[src/rtl/hart_ctrl_pkg.sv]
// ============================================================================
// Module      : hart_ctrl_pkg
// Description : Shared state encoding, command codes and widths for the
//               hart run controller.
// Revision    : 1.0 - initial release
// ============================================================================
`default_nettype none

package hart_ctrl_pkg;

    typedef enum logic [2:0] {
        ST_RST_SEQ  = 3'd0,
        ST_STOPPED  = 3'd1,
        ST_RUNNING  = 3'd2,
        ST_STEPPING = 3'd3,
        ST_HALTED   = 3'd4
    } hart_state_e;

    localparam logic [1:0] c_CMD_RUN   = 2'b00;
    localparam logic [1:0] c_CMD_STEP  = 2'b01;
    localparam logic [1:0] c_CMD_STOP  = 2'b10;
    localparam logic [1:0] c_CMD_RESET = 2'b11;

    // Reset-sequence counter width; covers RST_CYCLES up to 15.
    localparam int c_RST_CNT_W = 4;
    localparam int c_CNT_W     = 32;

endpackage

`default_nettype wire

[src/rtl/hart_run_counters.sv]
// ============================================================================
// Module      : hart_run_counters
// Description : Enabled-cycle and retire counters with optional cycle-limit
//               compare and sticky timeout flag.
// Revision    : 1.0 - initial release
// ============================================================================
`default_nettype none

module hart_run_counters
    import hart_ctrl_pkg::*;
#(
    parameter int unsigned CYCLE_LIMIT = 0
) (
    input  logic               i_clk,
    input  logic               i_rst,
    input  logic               i_clr,
    input  logic               i_en,
    input  logic               i_retire_valid,
    output logic [c_CNT_W-1:0] o_cycle_count,
    output logic [c_CNT_W-1:0] o_retire_count,
    output logic               o_limit_hit,
    output logic               o_timeout
);

    logic [c_CNT_W-1:0] cycle_q, cycle_d;
    logic [c_CNT_W-1:0] retire_q, retire_d;
    logic               timeout_q, timeout_d;
    logic               w_limit_hit;

    generate
        if (CYCLE_LIMIT != 0) begin : g_limit
            // Fires in the enabled cycle whose increment reaches the limit.
            assign w_limit_hit = i_en && ((cycle_q + c_CNT_W'(1)) == c_CNT_W'(CYCLE_LIMIT));
        end else begin : g_no_limit
            assign w_limit_hit = 1'b0;
        end
    endgenerate

    always_comb begin
        cycle_d   = cycle_q;
        retire_d  = retire_q;
        timeout_d = timeout_q;
        if (i_clr) begin
            cycle_d   = '0;
            retire_d  = '0;
            timeout_d = 1'b0;
        end else if (i_en) begin
            cycle_d = cycle_q + c_CNT_W'(1);
            if (i_retire_valid) begin
                retire_d = retire_q + c_CNT_W'(1);
            end
            if (w_limit_hit) begin
                timeout_d = 1'b1;
            end
        end
    end

    always_ff @(posedge i_clk or posedge i_rst) begin
        if (i_rst) begin
            cycle_q   <= '0;
            retire_q  <= '0;
            timeout_q <= 1'b0;
        end else begin
            cycle_q   <= cycle_d;
            retire_q  <= retire_d;
            timeout_q <= timeout_d;
        end
    end

    assign o_cycle_count  = cycle_q;
    assign o_retire_count = retire_q;
    assign o_limit_hit    = w_limit_hit;
    assign o_timeout      = timeout_q;

endmodule

`default_nettype wire

[src/rtl/hart_run_ctrl.sv]
// ============================================================================
// Module      : hart_run_ctrl
// Description : Host-commanded run/step/stop/reset controller for one hart.
//               Optional breakpoint support: define HART_RUN_CTRL_BKPT_EN.
// Revision    : 1.0 - initial release
// ============================================================================
`default_nettype none

module hart_run_ctrl
    import hart_ctrl_pkg::*;
#(
    parameter int unsigned RST_CYCLES  = 2,
    parameter int unsigned CYCLE_LIMIT = 0
) (
    input  logic        i_clk,
    input  logic        i_rst,
    input  logic        i_cmd_valid,
    input  logic [1:0]  i_cmd,
    output logic        o_cmd_ready,
    input  logic        i_retire_valid,
    input  logic        i_retire_halt,
    input  logic        i_retire_trap,
    input  logic [31:0] i_retire_pc,
`ifdef HART_RUN_CTRL_BKPT_EN
    input  logic        i_bkpt_en,
    input  logic [31:0] i_bkpt_pc,
    output logic        o_bkpt_hit,
`endif
    output logic        o_hart_rst,
    output logic        o_hart_en,
    output logic [2:0]  o_state,
    output logic [31:0] o_cycle_count,
    output logic [31:0] o_retire_count,
    output logic        o_trap_seen,
    output logic        o_timeout
);

    localparam logic [c_RST_CNT_W-1:0] c_RST_LOAD = c_RST_CNT_W'(RST_CYCLES - 1);

    hart_state_e              state_q, state_d;
    logic [c_RST_CNT_W-1:0]   rst_cnt_q, rst_cnt_d;
    logic                     hart_en_q, hart_rst_q;
    logic                     trap_q, trap_d;

    logic w_ready, w_fire, w_run, w_step, w_stop, w_reset;
    logic w_ret, w_halt, w_limit, w_stop_cond, w_bkpt, w_clr;

    assign w_ready = (state_q != ST_RST_SEQ) && (state_q != ST_STEPPING);
    assign w_fire  = i_cmd_valid && w_ready;
    assign w_run   = w_fire && (i_cmd == c_CMD_RUN);
    assign w_step  = w_fire && (i_cmd == c_CMD_STEP);
    assign w_stop  = w_fire && (i_cmd == c_CMD_STOP);
    assign w_reset = w_fire && (i_cmd == c_CMD_RESET);

    // Retire inputs only count in cycles the hart was actually enabled.
    assign w_ret       = hart_en_q && i_retire_valid;
    assign w_halt      = w_ret && i_retire_halt;
    assign w_stop_cond = w_halt || w_limit;

    // Clearing on entry keeps stale counts from showing during RST_SEQ.
    assign w_clr = (state_d == ST_RST_SEQ);

    always_comb begin
        state_d   = state_q;
        rst_cnt_d = rst_cnt_q;
        case (state_q)
            ST_RST_SEQ: begin
                if (rst_cnt_q == '0) begin
                    state_d = ST_STOPPED;
                end else begin
                    rst_cnt_d = rst_cnt_q - c_RST_CNT_W'(1);
                end
            end
            ST_STOPPED: begin
                if (w_run) begin
                    state_d = ST_RUNNING;
                end else if (w_step) begin
                    state_d = ST_STEPPING;
                end
            end
            ST_RUNNING: begin
                if (w_stop_cond) begin
                    state_d = ST_HALTED;
                end else if (w_bkpt || w_stop) begin
                    state_d = ST_STOPPED;
                end
            end
            ST_STEPPING: begin
                state_d = w_stop_cond ? ST_HALTED : ST_STOPPED;
            end
            ST_HALTED: begin
                state_d = ST_HALTED;
            end
            default: begin
                state_d = ST_RST_SEQ;
            end
        endcase
        // A host reset overrides every other transition out of a ready state.
        if (w_reset || (state_d == ST_RST_SEQ && state_q != ST_RST_SEQ)) begin
            state_d   = ST_RST_SEQ;
            rst_cnt_d = c_RST_LOAD;
        end
    end

    always_comb begin
        trap_d = trap_q;
        if (w_clr) begin
            trap_d = 1'b0;
        end else if (w_ret && i_retire_trap) begin
            trap_d = 1'b1;
        end
    end

    always_ff @(posedge i_clk or posedge i_rst) begin
        if (i_rst) begin
            state_q    <= ST_RST_SEQ;
            rst_cnt_q  <= c_RST_LOAD;
            hart_en_q  <= 1'b0;
            hart_rst_q <= 1'b1;
            trap_q     <= 1'b0;
        end else begin
            state_q    <= state_d;
            rst_cnt_q  <= rst_cnt_d;
            hart_en_q  <= (state_d == ST_RUNNING) || (state_d == ST_STEPPING);
            hart_rst_q <= (state_d == ST_RST_SEQ);
            trap_q     <= trap_d;
        end
    end

`ifdef HART_RUN_CTRL_BKPT_EN
    logic bkpt_hit_q, bkpt_hit_d;

    assign w_bkpt = w_ret && i_bkpt_en && (i_retire_pc == i_bkpt_pc);

    always_comb begin
        bkpt_hit_d = bkpt_hit_q;
        if (w_clr || w_run || w_step) begin
            bkpt_hit_d = 1'b0;
        end
        if (w_bkpt && (state_d == ST_STOPPED)) begin
            bkpt_hit_d = 1'b1;
        end
    end

    always_ff @(posedge i_clk or posedge i_rst) begin
        if (i_rst) begin
            bkpt_hit_q <= 1'b0;
        end else begin
            bkpt_hit_q <= bkpt_hit_d;
        end
    end

    assign o_bkpt_hit = bkpt_hit_q;
`else
    logic w_unused_pc;
    assign w_unused_pc = ^i_retire_pc;
    assign w_bkpt      = 1'b0;
`endif

    hart_run_counters #(
        .CYCLE_LIMIT (CYCLE_LIMIT)
    ) u_counters (
        .i_clk          (i_clk),
        .i_rst          (i_rst),
        .i_clr          (w_clr),
        .i_en           (hart_en_q),
        .i_retire_valid (i_retire_valid),
        .o_cycle_count  (o_cycle_count),
        .o_retire_count (o_retire_count),
        .o_limit_hit    (w_limit),
        .o_timeout      (o_timeout)
    );

    assign o_cmd_ready = w_ready;
    assign o_hart_rst  = hart_rst_q;
    assign o_hart_en   = hart_en_q;
    assign o_state     = state_q;
    assign o_trap_seen = trap_q;

endmodule

`default_nettype wire

[config.mk]
export PLATFORM = sky130hd
export DESIGN_NAME = hart_run_ctrl
export DESIGN_NICKNAME = d
export VERILOG_FILES = /design/src/rtl/hart_ctrl_pkg.sv /design/src/rtl/hart_run_counters.sv /design/src/rtl/hart_run_ctrl.sv
export SDC_FILE = /design/constraint.sdc
export NUM_CORES = 1
export LEC_CHECK = 0
export BUFFER_PORTS_ARGS = -buffer_cell sky130_fd_sc_hd__buf_2
export CORE_UTILIZATION = 40
export CTS_CLUSTER_SIZE = 40
export DETAILED_ROUTE_END_ITERATION = 7
export PLACE_DENSITY = 0.66
export SYNTH_ARGS = -nofsm -noshare
export SYNTH_HDL_FRONTEND = slang
export SYNTH_SLANG_ARGS = --single-unit
export TNS_END_PERCENT = 50
[constraint.sdc]
create_clock -name i_clk -period 6.5 [get_ports i_clk]
set_clock_uncertainty 0.05 [all_clocks]
set_input_delay 1.3 -clock i_clk [delete_from_list [all_inputs] [get_ports i_clk]]
set_output_delay 1.3 -clock i_clk [all_outputs]
set_load 0.005 [all_outputs]
==> results.json <==
{
  "tightest_slew_ns": 0.963,
  "post_drt_wl_per_cell_um": 14.8,
  "startpoint_type": "primary input",
  "yosysTopAreaCell": "dfrtp_1",
  "cts_resized": 0,
  "hold_depth": 2,
  "ant_nets": 0,
  "setup_tns_ns": 0,
  "gr-max-usage-layer": "met2",
  "holdWs_ns": 0.463,
  "power.total_mw": 1.26,
  "yosysTopAreaCellShare_pct": 45.5,
  "maxSlewHeadroom_pct": 35.8,
  "instances_no_fill": 618,
  "vias_per_cell": 5.55,
  "h-tree-depth": 3,
  "row_count": 35,
  "clk-insertion-delay-late_ns": 0.34,
  "synthArstFlopShare_pct": 100,
  "syn_area_mm2": 0.00396,
  "drive_gt1_share_pct": 22.9,
  "worstSetupEndpointType": "flip-flop",
  "firstDrtPassIters": 4,
  "placed_area_mm2": 0.00439,
  "route.detailed.drc": 0,
  "synth_nets": 464,
  "power_leakage_nw": 2.03,
  "required_ns": 6.72,
  "crit_arrival_ns": 3.58,
  "grt_first_pass_wirelength_mm": 15.2,
  "die-area_mm2": 0.0103,
  "gp_congestion": 0.780,
  "nNetsFinal": 528,
  "power.density_mw_per_mm2": 272,
  "final_util_pct": 49.1,
  "dpl_worst_slack_ns": 2.69,
  "syn_inst": 420,
  "gr-usage-met3_pct": 3.86,
  "dp_hpwl_mm": 6.07,
  "period_needed_ns": 3.35,
  "cts_buffer_depth": 2,
  "layout_setup_ws_ns": 3.15,
  "grt_max_degree": 75,
  "rsz0062_at_grt": "false",
  "cts_made_buffers": 9,
  "die_y_um": 101,
  "cts_root_buf": "clkbuf_8",
  "r2r.worst_path.cells": 5,
  "clk_pin_slew_ns": 0.09,
  "cts.sinks": 74,
  "maxCapViolations": 0,
  "use_met1_pct": 24.0,
  "yosysUniqueCellTypes": 46,
  "cts_tree": "done",
  "syn_area_per_cell_um2": 9.42,
  "status": "finished clean",
  "dp_cells": 602,
  "drt_iter0_markers": 110,
  "synth_edf_count": 0,
  "fin_crit_sh_pct": 51.6,
  "port_buffers": 78,
  "path_max_fanout": 32,
  "cts_setup_buffers": 0,
  "finalMaxSlewViolations": 0,
  "io-pin-count": 112,
  "start_util_pct": 42.0,
  "ctsHoldBuffers": 0,
  "hold_violations": 0,
  "antennaDiodeCount": 0,
  "wirelength_mm": 9.14,
  "fp.dieW_um": 101,
  "netlist_top_cells_area": "dfrtp_1 (46%), or4_1 (5.5%), a21oi_1 (5.2%)",
  "vdd_ir_drop_max_uv": 207,
  "num_vias": 3432,
  "fin_area_mm2": 0.00462,
  "synth-main-ff-cell": "dfrtp_1",
  "met2_usage_pct": 31.6,
  "grt_pass1_vias": 3191,
  "grt_antenna_before_repair": 0,
  "worstSetupPathType": "in2reg",
  "ys_seq_area_share_pct": 46.9,
  "max_freq_mhz": 298,
  "overflow": 0,
  "synthToLayoutAreaGrowth_pct": 16.8,
  "core_area_mm2": 0.00942,
  "hold_class": "reg2reg",
  "synth-warning-count": 0,
  "grt_use_total_pct": 18.6,
  "synth_seq_cells": 74,
  "final-setup-viol-count": 0
}
## state kept, by name (all words and copies together), names as in the netlist
register / cells
o_hart_rst: 1
u_counters.o_retire_count: 32
o_state: 3
u_counters.o_cycle_count: 32
o_hart_en: 1
o_trap_seen: 1
rst_cnt_q: 4
## cell usage in the layout (no fill, tap or decap), types with 15 or more instances in the layout
| master | count |
|---|---|
| nor2_1 | 28 |
| inv_1 | 17 |
| buf_2 | 78 |
| dfrtp_1 | 72 |
| o31ai_1 | 25 |
| nand2_1 | 24 |
| a21oi_1 | 41 |
| nand3_1 | 25 |
| or4_1 | 29 |
| or3_1 | 15 |
## per-layer routing
| layer | wire length, um | vias to the layer above | part of all wire (%) |
|---|---|---|---|
| met1 | 4270 | 1698 | 47 |
| li1 | - | 1666 | - |
| met5 | 0 | - | 0 |
| met2 | 4450 | 60 | 49 |
| met3 | 334 | 8 | 3.7 |
| met4 | 84 | 0 | 0.92 |
## cell usage after synthesis (4+ instances only)
cell,instances
or3_1,15
nor2_1,28
ha_1,4
buf_2,10
mux2i_1,5
xnor2_1,12
and2_1,7
o31ai_1,25
nor4_1,4
nand3_1,25
inv_1,18
clkbuf_1,12
nand4_1,12
a21oi_1,41
xor2_1,10
nor3_1,5
nand3b_1,5
nand4_2,4
dfrtp_1,72
and4_1,7
o21ai_0,14
or4_1,29
nand2_1,25
## layout make-up
class | count | area [um2]
inverter | 18 | 67.6
clock inverter | 6 | 90.1
clock buffer | 10 | 138
sequential | 74 | 1850
tap | 129 | 161
fill | 912 | 4790
multi-input combinational | 301 | 1900
timing repair buffer | 80 | 405
## path summary, 6_finish.rpt
path	slack, ns	startpoint	endpoint
max	3.15	i_cmd[0]	u_counters.o_cycle_count[19]$_DFFE_PP0P_
min	0.46	o_trap_seen$_DFFE_PP0P_	o_trap_seen$_DFFE_PP0P_
max reg2reg	3.63	o_state[1]$_DFF_PP0_	u_counters.o_cycle_count[19]$_DFFE_PP0P_
min reg2reg	0.46	o_trap_seen$_DFFE_PP0P_	o_trap_seen$_DFFE_PP0P_
max in group asynchronous	4.59	i_rst	u_counters.o_cycle_count[31]$_DFFE_PP0P_
min in group asynchronous	1.20	i_rst	u_counters.o_retire_count[24]$_DFFE_PP0P_
## logic make-up (layout without fill, tap and decap cells)
family	Yosys count	after routing	synth area share, %
AOI/OAI and AO/OA	92	92	14.3
other	1	1	0.0948
DFF	74	74	46.9
adders and majority gates	4	4	1.27
and+or+nand+nor	177	177	26.3
xor gates and xnor gates	22	22	4.87
muxes	5	5	1.27
buffers and inverters	45	114	5.06
## critical path, cell delays in order
cell,delay [ns]
buf_2,0.12
a21boi_0,0.13
a211oi_2,0.80
nand2_2,0.61
buf_4,0.44
a21oi_1,0.17
## power by group
| part | switching (mW) | internal, mW |
|---|---|---|
| sequential | 0.0450 | 0.497 |
| combinational | 0.206 | 0.103 |
| clock | 0.180 | 0.227 |
| total | 0.431 | 0.827 |
Note: power is estimated with default switching activity, not from simulation.
